`config.mk`:
```
export PLATFORM = sky130hd
export DESIGN_NAME = lcd_frame_drv
export DESIGN_NICKNAME = d
export VERILOG_FILES = /design/src/rtl/lcd_frame_drv.sv
export SDC_FILE = /design/constraint.sdc
export NUM_CORES = 1
export LEC_CHECK = 0
export ABC_AREA = 1
export CORE_ASPECT_RATIO = 0.5
export CORE_UTILIZATION = 29
export CTS_CLUSTER_DIAMETER = 100
export DETAILED_ROUTE_END_ITERATION = 10
export MAX_ROUTING_LAYER = met4
export PLACE_DENSITY_LB_ADDON = 0.3
export SLEW_MARGIN = 40
export SYNTH_ARGS = -nofsm -noshare
export SYNTH_HDL_FRONTEND = slang
export SYNTH_SLANG_ARGS = --single-unit
```
`constraint.sdc`:
```
create_clock -name clk -period 2.2 [get_ports clk]
set_clock_uncertainty 0.2 [all_clocks]
set_input_delay 0.44 -clock clk [delete_from_list [all_inputs] [get_ports clk]]
set_output_delay 0.44 -clock clk [all_outputs]
set_load 0.1 [all_outputs]
```
`src/rtl/lcd_frame_drv.sv`:
```
// KS0108-style 128x64 panel driver: powers up, blanks the right chip, then streams
// 64x64 bitmap column bytes from the producer into the left chip, page by page.
module lcd_frame_drv #(
    parameter logic [15:0] PWR_WAIT = 16'd1000,
    parameter int          EN_CYC   = 8
) (
    input  logic       clk,
    input  logic       rst,
    input  logic [7:0] data_in,
    input  logic       data_valid,
    output logic       en,
    output logic       LCD_rst,
    output logic [1:0] LCD_cs,
    output logic       LCD_rw,
    output logic       LCD_di,
    output logic [7:0] LCD_data,
    output logic       LCD_en,
    output logic       frame_done
);
    typedef enum logic [2:0] {
        S_PWR, S_INIT, S_CLR, S_PAGE, S_COL, S_REQ, S_WAIT, S_WR
    } state_t;

    localparam int            CW       = $clog2(3 * EN_CYC) + 1;
    localparam logic [CW-1:0] CYC_LAST = CW'(3 * EN_CYC - 1);
    localparam logic [CW-1:0] EN_ON    = CW'(EN_CYC);
    localparam logic [CW-1:0] EN_OFF   = CW'(2 * EN_CYC);

    state_t        state_q, state_d;
    logic [15:0]   pwr_q, pwr_d;
    logic [CW-1:0] cyc_q, cyc_d;
    logic [6:0]    sub_q, sub_d;
    logic [2:0]    clr_pg_q, clr_pg_d;
    logic [8:0]    byte_cnt_q, byte_cnt_d;
    logic [7:0]    pix_q, pix_d;
    logic          bus_wr, wr_done;

    assign LCD_rw  = 1'b0;
    assign wr_done = (cyc_q == CYC_LAST);

    always_ff @(posedge clk) begin
        if (rst) begin
            state_q    <= S_PWR;
            pwr_q      <= '0;
            cyc_q      <= '0;
            sub_q      <= '0;
            clr_pg_q   <= '0;
            byte_cnt_q <= '0;
        end else begin
            state_q    <= state_d;
            pwr_q      <= pwr_d;
            cyc_q      <= cyc_d;
            sub_q      <= sub_d;
            clr_pg_q   <= clr_pg_d;
            byte_cnt_q <= byte_cnt_d;
        end
    end

    always_ff @(posedge clk) begin
        pix_q <= pix_d;
    end

    always_comb begin
        state_d    = state_q;
        pwr_d      = pwr_q;
        sub_d      = sub_q;
        clr_pg_d   = clr_pg_q;
        byte_cnt_d = byte_cnt_q;
        pix_d      = pix_q;
        bus_wr     = 1'b0;
        en         = 1'b0;
        frame_done = 1'b0;
        LCD_rst    = 1'b1;
        LCD_cs     = 2'b01;
        LCD_di     = 1'b0;
        LCD_data   = 8'h00;

        case (state_q)
            S_PWR: begin
                LCD_rst = 1'b0;
                LCD_cs  = 2'b00;
                if (pwr_q == PWR_WAIT - 16'd1) begin
                    pwr_d   = '0;
                    state_d = S_INIT;
                end else begin
                    pwr_d = pwr_q + 16'd1;
                end
            end
            S_INIT: begin
                bus_wr   = 1'b1;
                LCD_cs   = 2'b11;
                LCD_data = sub_q[0] ? 8'hC0 : 8'h3F;
                if (wr_done) begin
                    sub_d = sub_q[0] ? 7'd0 : 7'd1;
                    if (sub_q[0]) state_d = S_CLR;
                end
            end
            S_CLR: begin
                // step 0: page address, step 1: column 0, steps 2..65: blank bytes
                bus_wr = 1'b1;
                LCD_cs = 2'b10;
                if (sub_q == 7'd0) begin
                    LCD_data = {5'b10111, clr_pg_q};
                end else if (sub_q == 7'd1) begin
                    LCD_data = 8'h40;
                end else begin
                    LCD_di = 1'b1;
                end
                if (wr_done) begin
                    if (sub_q == 7'd65) begin
                        sub_d    = '0;
                        clr_pg_d = clr_pg_q + 3'd1;
                        if (clr_pg_q == 3'd7) state_d = S_PAGE;
                    end else begin
                        sub_d = sub_q + 7'd1;
                    end
                end
            end
            S_PAGE: begin
                bus_wr   = 1'b1;
                LCD_data = {5'b10111, byte_cnt_q[8:6]};
                if (wr_done) state_d = S_COL;
            end
            S_COL: begin
                bus_wr   = 1'b1;
                LCD_data = 8'h40;
                if (wr_done) state_d = S_REQ;
            end
            S_REQ: begin
                en      = 1'b1;
                state_d = S_WAIT;
            end
            S_WAIT: begin
                if (data_valid) begin
                    pix_d   = data_in;
                    state_d = S_WR;
                end else begin
                    state_d = S_REQ;
                end
            end
            S_WR: begin
                // panel D0 is the top row, the producer puts the top row in the MSB
                bus_wr = 1'b1;
                LCD_di = 1'b1;
                for (int i = 0; i < 8; i++) LCD_data[i] = pix_q[7-i];
                if (wr_done) begin
                    byte_cnt_d = byte_cnt_q + 9'd1;
                    frame_done = (byte_cnt_q == 9'd511);
                    state_d    = (byte_cnt_q[5:0] == 6'd63) ? S_PAGE : S_REQ;
                end
            end
            default: state_d = S_PWR;
        endcase

        cyc_d  = (bus_wr && !wr_done) ? cyc_q + 1'b1 : '0;
        LCD_en = bus_wr && (cyc_q >= EN_ON) && (cyc_q < EN_OFF);
    end
endmodule

```
==> results of run 1 <==
==> routing by layer <==
metal  up-vias  track usage  part of all wire
li1       1503            -                 -
met1      1298        0.189              0.50
met2        48        0.259              0.45
met3         8       0.0304             0.038
met4         0       0.0515             0.011
met5         -            -                 0
==> worst min-delay path by stage <==
stage	from	to	slack, ps
finish	byte_cnt_q[4]	byte_cnt_q[4]	250
CTS	byte_cnt_q[4]	byte_cnt_q[4]	250
global placement	byte_cnt_q[4]	byte_cnt_q[4]	240
global route	byte_cnt_q[4]	byte_cnt_q[4]	260
floorplan	byte_cnt_q[4]	byte_cnt_q[4]	220
detailed placement	byte_cnt_q[4]	byte_cnt_q[4]	240
==> layout make-up <==
cell class / instances / share of cell area
clock buffer: 8 / 0.0337
inverter: 63 / 0.0580
tap: 135 / 0.0389
timing repair buffer: 69 / 0.175
sequential: 52 / 0.264
multi-input combinational: 301 / 0.430
==> state kept, by name (all words and copies together), names as in the netlist <==
signal,flops
clr_pg_q,3
pix_q,8
cyc_q,6
pwr_q,16
state_q,3
sub_q,7
byte_cnt_q,9
==> power breakdown <==
part	internal, mW	switching, mW	total, mW
sequential	1.00	0.0498	1.05
clock	0.455	0.348	0.803
combinational	0.610	1.07	1.68
==> metrics by stage <==
step / setup TNS, ps / setup WS [ps] / power [mW]
after floorplan: -1020 / -357 / 2.11
final: -200 / -83.4 / 3.53
after global placement: -4.39 / -4.39 / 2.62
after global routing: -955 / -210 / 3.68
after CTS: -498 / -96.8 / 3.50
after detailed placement: -16.6 / -16.6 / 2.63
==> placed cells by master (no fill, tap or decap), types with 2 or more instances in the layout <==
master and count:
a21oi_1 32, buf_6 8, nand2_2 10, dfxtp_1 32, nor3_1 9, edfxtp_1 8, xor2_1 11, nand2_1 79
dfxtp_2 8, clkbuf_1 2, a21oi_2 4, nand2_4 10, nand3b_1 3, nand4_1 11, nor2_4 12, inv_2 13
o2111ai_4 2, nand3_1 29, inv_4 2, buf_4 36, clkdlybuf4s50_1 10, inv_6 2, nand3_2 3, o21ai_4 2
buf_12 15, inv_1 46, nor2_1 44, o21ai_1 5, ha_1 5, o21ai_0 17, dfxtp_4 4, ha_4 4
clkbuf_16 5
==> kinds of logic after synthesis <==
family,Yosys count,synth area share
flops,52,0.375
simple gates,215,0.335
fa+ha+maj,10,0.0418
compound gates,64,0.112
xor+xnor,11,0.0322
other cells,1,0.00125
buf+inv,73,0.103
==> what timing repair did <==
item | 4_1_cts | 5_1_grt
setup buffers | 11 | 7
setup endpoints to repair | 14 | 17
resized for setup | 40 | 30
pin swaps | 13 | 17
gates cloned | 0 | 0
==> worst max-delay path: cells and delay by family, from the launching register on <==
family | cells | cell delay [ps]
and+or+nand+nor | 5 | 430
DFF | 1 | 360
buffers and inverters | 2 | 220
adders and majority gates | 2 | 330
==> impl_metrics.tcl, run 1 <==
set metrics [dict create \
    outcome "finished with violations" \
    violations "setup timing" \
    antenna_found_initial 0 \
    rrSetupSlack_ps 130 \
    rr_worst_depth 14 \
    yosys.cell_types.count 32 \
    critical_path_class "reg -> out" \
    slowest_stage "dfxtp_4" \
    viasPerCell 4.55 \
    worstSkewPairLatency_ps 300 \
    die_area_um2 10800 \
    drtAntennaViolNets 0 \
    grt.overflow.total 0 \
    hold_buffers 0 \
    crit_path_end "frame_done" \
    diodes 0 \
    wl_per_cell_um 11.9 \
    dp_hpwl_um 5380 \
    whs_path_depth 2 \
    start_kind "flop" \
    drc_errors 0 \
    max_freq_ghz 0.438 \
    multi_input_area_um2 1860 \
    coreArea_um2 9730 \
    nNetsFinal 513 \
    cts_buffer_depth 2 \
    crit_required_ps 1560 \
    yosysMostFrequentCell "nand2_1" \
    instances_no_fill 628 \
    place_congestion 0.855 \
    cts_buffers 5 \
    final_hold_viol_count 0 \
    drtIter0Drc 221 \
    die_y_um 73.8 \
    rsz0062_at_grt "yes" \
    r2r_end "state_q[2]" \
    ys_ff_latch 52 \
    worstPathMaxFanout 2 \
    ys_top_cells_by_count "95 x nand2_1, 54 x inv_1, 49 x nor2_1" \
    path_cells "ha_4 > nand2_2 > nor2_1 > nand2_1 > nor3_2 > ha_2 > inv_2 > nor2_4 > buf_12" \
    cts_tree "built" \
    min_period_ps 2280 \
    holdCritPathClass "reg -> reg" \
    grt_max_degree 20 \
    cap_violations 0 \
    holdWs_ps 248 \
    start_util 0.308 \
    avgSynthCellArea_um2 7.02 \
    ios 27 \
    grt_pass1_vias 2768 \
    yosysTopAreaCell "dfxtp_1" \
    num_vias 2857 \
    seq_area_frac_synth 0.375 \
    peakVddDrop_uv 739 \
    h-tree-depth 2 \
    fin_crit_sh 1.04 \
    synth_fp_nets 447 \
    crit_path_end_kind "primary output" \
    seqCellArea_um2 1150 \
    dp.cells 603 \
    crit_arrival_ps 1640 \
    crit_start "byte_cnt_q[1]" \
    fin_ws_ps -83.4 \
    power_density_nw_per_um2 814 \
    drive_above_1_share 0.300 \
    synth_top_area_share 0.294 \
    leakagePower_nw 1.73 \
    grt_first_pass_wirelength_um 12800 \
    synthArstFlopShare 0 \
    synthToLayoutAreaGrowth_pct 45.0 \
    utilization 0.446 \
    final-setup-viol-count 6 \
    clkTransAtPathRegs_ps 70 \
    ys_warn_count 0 \
    cts_sinks 52 \
    synthFlopType "dfxtp_1" \
    cpPeakStageDelay_ps 360 \
    placed_area_um2 3840 \
    grt_usage 0.154 \
    die_w_um 146 \
    routed_wl_um 7460 \
    reg2reg_from "byte_cnt_q[1]" \
    dr.pass1.iters 4 \
    port_buffers 25 \
    syn_inst 426 \
    n_fill_cell 933 \
    synth.top_cells.by_area "dfxtp_1 29%, nand2_1 12%, edfxtp_1 8.0%" \
    stdcell_area_um2 4340 \
    synth_edf_count 8 \
    rows 25 \
    root_buffer "clkbuf_16" \
    slew_violations 0 \
    netlist_area_um2 2990 \
]
Power figures use the tool's default switching activity.
==> run 2, diff against run 1 <==
--- a/config.mk
+++ b/config.mk
@@ -6,12 +6,14 @@
 export NUM_CORES = 1
 export LEC_CHECK = 0
 export ABC_AREA = 1
+export ABC_CLOCK_PERIOD_IN_PS = 2200
 export CORE_ASPECT_RATIO = 0.5
 export CORE_UTILIZATION = 29
 export CTS_CLUSTER_DIAMETER = 100
 export DETAILED_ROUTE_END_ITERATION = 10
 export MAX_ROUTING_LAYER = met4
 export PLACE_DENSITY_LB_ADDON = 0.3
+export SETUP_SLACK_MARGIN = 0.4
 export SLEW_MARGIN = 40
 export SYNTH_ARGS = -nofsm -noshare
 export SYNTH_HDL_FRONTEND = slang
==> run 2 against run 1 <==
  * Critical endpoint is now LCD_data[5]
  * Combinational power increased by 18%
  * Critical path depth rose by 1
  * The run still ends with setup timing left
  * Largest power group unchanged
  * Worst setup slack lost 7.2 ps
  * Global-route usage grew 0.40 points
  * Utilization grew 3.6 points
  * Clock power is 2% lower
==> impl_metrics.tcl, run 2 (synthesis results as in run 1) <==
set metrics [dict create \
    outcome "finished with violations" \
    violations "setup timing" \
    clkTransAtPathRegs_ps 70 \
    grt_max_degree 20 \
    setup_tns_ps -507 \
    n_fill_cell 874 \
    coreArea_um2 9730 \
    crit_arrival_ps 1650 \
    wl_per_cell_um 12.6 \
    cpPeakStageDelay_ps 360 \
    crit_start "sub_q[0]" \
    place_congestion 0.855 \
    drtIter0Drc 210 \
    hp-start "byte_cnt_q[4]" \
    viasPerCell 4.62 \
    final-setup-viol-count 10 \
    cap_violations 0 \
    hold_buffers 0 \
    start_util 0.308 \
    die_w_um 146 \
    place_ws_ps 92.5 \
    worstPathMaxFanout 3 \
    leakagePower_nw 1.84 \
    num_vias 2943 \
    antenna_found_initial 0 \
    path_cells "inv_4 > ha_4 > nand2_4 > nor2_4 > nand2_4 > nand2_4 > a21oi_4 > buf_6 > nand2_4 > buf_12" \
    utilization 0.482 \
    slew_violations 0 \
    worstSkewPairLatency_ps 300 \
    power_density_nw_per_um2 818 \
    dp.cells 592 \
    min_period_ps 2290 \
    start_kind "flop" \
    h-tree-depth 2 \
    rows 25 \
    reg2reg_from "sub_q[1]" \
    cp_top_family "simple AND/OR/NAND/NOR gates" \
    fin_crit_sh 1.04 \
    crit_path_end_kind "primary output" \
    crit_required_ps 1560 \
    rrSetupSlack_ps 170 \
    port_buffers 25 \
    root_buffer "clkbuf_16" \
    holdCritPathClass "reg -> reg" \
    grt.overflow.total 0 \
    cts_sinks 52 \
    peakVddDrop_uv 1030 \
    largest_register_ffs 16 \
    dr.pass1.iters 4 \
    dp_hpwl_um 5260 \
    cts_tree "built" \
    drc_errors 0 \
    instances_no_fill 637 \
    multi_input_area_um2 2030 \
    grt_pass1_vias 2815 \
    fin_ws_ps -90.5 \
    drtAntennaViolNets 0 \
    seqCellArea_um2 1150 \
    final_hold_viol_count 0 \
    top_register "pwr_q" \
    grt_usage 0.158 \
    die_area_um2 10800 \
    cts_buffer_depth 2 \
    grt_first_pass_wirelength_um 13200 \
    crit_top_cell "nand2_4" \
    power_mw 3.84 \
    diodes 0 \
    critPathBufInv 3 \
    layout_commonest_cell "nand2_1" \
    largestRegisters "pwr_q: 16 flops, byte_cnt_q: 9 flops, pix_q: 8 flops" \
    rsz0062_at_grt "yes" \
    synthToLayoutAreaGrowth_pct 56.6 \
    critical_path_class "reg -> out" \
    ios 27 \
    drive_above_1_share 0.363 \
    routed_wl_um 8060 \
    slowest_stage "dfxtp_4" \
    max_freq_ghz 0.437 \
    final_cell_mix "73 x nand2_1, 47 x inv_1, 39 x nor2_1" \
    nNetsFinal 522 \
    cts_buffers 5 \
    die_y_um 73.8 \
]
run 2: cell types whose count changed in the layout (fill, tap and decap cells not counted), moves of 5 or more:
cell,previous run,this run
nand3_1,29,24
nand2_4,10,18
nor2_1,44,39
nand2_1,79,73
buf_4,36,25
inv_4,2,8
inv_2,13,6
buf_6,8,24
o21ai_0,17,11
a21oi_1,32,27
run 2: cell type report:
type,count,area share
multi-input cells,301,0.434
flip-flops and latches,52,0.245
repair buffers,78,0.198
inverters,63,0.0566
well taps,135,0.0360
clock buffers,6,0.0275
clock inverters,2,0.00347
run 2: power breakdown:
group	total, mW	switching [mW]	leakage [nW]	internal [mW]
Combinational	1.99	1.17	1.34	0.812
Sequential	1.06	0.0587	0.434	1.00
Clock	0.790	0.365	0.0671	0.425
Total	3.84	1.60	1.84	2.24
run 2: timing repair:
item                       CTS  global route
pin swaps                   26            31
setup endpoints to repair   15            41
resized for setup           75            50
buffers inserted            20            17
run 2: worst paths after layout:
kind | endpoint | cells past startpoint
max | LCD_data[5] | 10
min | byte_cnt_q[4] | 2
max reg2reg | state_q[0] | 16
min reg2reg | byte_cnt_q[4] | 2
run 2: per-layer routing:
layer | wire [um] | GRT usage | vias up | share of wire
li1 | - | - | 1526 | -
met1 | 3880 | 0.193 | 1363 | 0.48
met2 | 3830 | 0.267 | 43 | 0.48
met3 | 238 | 0.0348 | 11 | 0.030
met4 | 107 | 0.0468 | 0 | 0.013
met5 | 0 | - | - | 0
run 2: worst min-delay path, delay by kind of cell, from the launching register on:
family	cells	cell delay, ps
flip-flops	1	320
buffers and inverters	1	50
AO/OA/AOI/OAI	1	50
run 2: per-stage QoR:
step	hold slack, ps	area [um^2]
3_3_place_gp	239	3810
6_report	257	4690
5_1_grt	283	4690
2_1_floorplan	224	3200
3_5_place_dp	251	3810
4_1_cts	262	4380
==> run 3, diff against run 2 <==
--- a/config.mk
+++ b/config.mk
@@ -7,13 +7,14 @@
 export LEC_CHECK = 0
 export ABC_AREA = 1
 export ABC_CLOCK_PERIOD_IN_PS = 2200
-export CORE_ASPECT_RATIO = 0.5
+export CORE_ASPECT_RATIO = 1.5
 export CORE_UTILIZATION = 29
 export CTS_CLUSTER_DIAMETER = 100
 export DETAILED_ROUTE_END_ITERATION = 10
+export DONT_BUFFER_PORTS = 1
 export MAX_ROUTING_LAYER = met4
 export PLACE_DENSITY_LB_ADDON = 0.3
-export SETUP_SLACK_MARGIN = 0.4
+export SETUP_SLACK_MARGIN = 0.5
 export SLEW_MARGIN = 40
 export SYNTH_ARGS = -nofsm -noshare
 export SYNTH_HDL_FRONTEND = slang
==> run 3 against run 2 <==
  * The flow finishes with violations (DRC, setup timing)
  * Worst setup slack better by 6.9 ps
  * Fmax is 0.30% higher
  * Utilization is 1.7 points lower
  * Sequential power hardly changed
  * Sequential share of layout area is 0.27 points higher
  * Wire length is 4.5% higher
  * Critical endpoint is now frame_done
  * Largest power group unchanged
  * Highest routed layer unchanged
==> impl_metrics.tcl, run 3 (synthesis results as in run 1) <==
set metrics [dict create \
    crit_required_ps 1560 \
    seqCellArea_um2 1160 \
    critical_path_class "reg -> out" \
    holdCritPathClass "in -> reg" \
    root_buffer "clkbuf_16" \
    grt_first_pass_wirelength_um 13200 \
    port_buffers 0 \
    drtAntennaViolNets 0 \
    instances_no_fill 612 \
    worstSkewPairLatency_ps 290 \
    cts_tree "built" \
    slew_violations 0 \
    antenna_found_initial 0 \
    fin_crit_sh 1.04 \
    cts_buffers 5 \
    grt_pass1_vias 2854 \
    h-tree-depth 2 \
    diodes 0 \
    final_hold_viol_count 0 \
    rsz0062_at_grt "yes" \
    power_density_nw_per_um2 815 \
    wl_per_cell_um 13.8 \
    cts_sinks 52 \
    die_w_um 84.9 \
    max_freq_ghz 0.438 \
    multi_input_area_um2 2110 \
    coreArea_um2 10100 \
    top_register "pwr_q" \
    nNetsFinal 515 \
    dr.pass1.iters 9 \
    drc_errors 1 \
    start_kind "flop" \
    cap_violations 0 \
    min_period_ps 2280 \
    n_fill_cell 901 \
    dp.cells 566 \
    ios 27 \
    drtIter0Drc 127 \
    synthToLayoutAreaGrowth_pct 56.4 \
    cts_buffer_depth 2 \
    num_vias 2961 \
    start_util 0.297 \
    power_mw 3.81 \
    layout_commonest_cell "nand2_1" \
    leakagePower_nw 1.83 \
    clkTransAtPathRegs_ps 70 \
    dp_hpwl_um 5550 \
    crit_path_end_kind "primary output" \
    largestRegisters "pwr_q: 16 flops, byte_cnt_q: 9 flops, pix_q: 8 flops" \
    die_y_um 126 \
    drive_above_1_share 0.408 \
    viasPerCell 4.84 \
    peakVddDrop_uv 1090 \
    grt_usage 0.159 \
    rows 45 \
    setup_tns_ps -485 \
    violations "DRC, setup timing" \
    crit_arrival_ps 1640 \
    fin_ws_ps -83.7 \
    worstPathMaxFanout 2 \
    outcome "finished with violations" \
    die_area_um2 10700 \
    final_cell_mix "64 x nand2_1, 44 x inv_1, 37 x nor2_1" \
    routed_wl_um 8420 \
    place_congestion 0.843 \
    grt_max_degree 20 \
    grt.overflow.total 0 \
    final-setup-viol-count 12 \
    largest_register_ffs 16 \
]
-- run 3: power breakdown --
group,leakage (nW),switching (mW),internal (mW)
clock,0.0808,0.354,0.536
combinational,1.32,1.16,0.690
sequential,0.436,0.0616,1.01
total,1.83,1.58,2.23
-- run 3: area by class of cell --
class,instances,share of cell area
well taps,117,0.0313
repair inverters,1,0.00160
clock buffers,6,0.0275
repair buffers,70,0.174
inverters,63,0.0586
clock inverters,2,0.00749
multi-input cells,301,0.452
flip-flops and latches,52,0.247
-- run 3: worst max-delay path: stages, from the launching register on --
cell     delay, ps
dfxtp_2        350
ha_4           140
nand2_2         50
nor2_1         100
nand2_1         80
nor3_2         120
ha_2           200
inv_2           40
nor2_4          90
buf_12         180
-- run 3: stage by stage --
stage               cell area, um^2  hold slack, ps  setup WS (ps)  utilization
CTS                            4310           0.322          -80.4        0.428
finish                         4680            8.03          -83.7        0.464
global placement               3660             236           9.52        0.363
global route                   4680           0.475           -230        0.464
detailed placement             3660             239          -29.4        0.363
floorplan                      3200             224           -355            -
-- run 3: worst paths after layout --
| check | from | cells past startpoint | end | slack (ps) |
|---|---|---|---|---|
| min | rst | 1 | byte_cnt_q[3] | 8 |
| min reg2reg | byte_cnt_q[4] | 2 | byte_cnt_q[4] | 250 |
| max reg2reg | byte_cnt_q[1] | 16 | state_q[2] | -40 |
| max | byte_cnt_q[1] | 9 | frame_done | -80 |
-- run 3: per-layer routing --
| metal | up-vias | global-route usage | wire length (um) |
|---|---|---|---|
| li1 | 1515 | - | - |
| met1 | 1385 | 0.169 | 3350 |
| met2 | 45 | 0.290 | 4630 |
| met3 | 16 | 0.0280 | 229 |
| met4 | 0 | 0.0618 | 211 |
| met5 | - | - | 0 |
-- run 3: what timing repair did --
item,in CTS,in global routing
cloned,1,1
buffers inserted,22,12
hold buffers,1,1
endpoints found under the hold margin,4,4
setup endpoints to repair,44,44
pin swaps,25,33
resized for setup,92,67
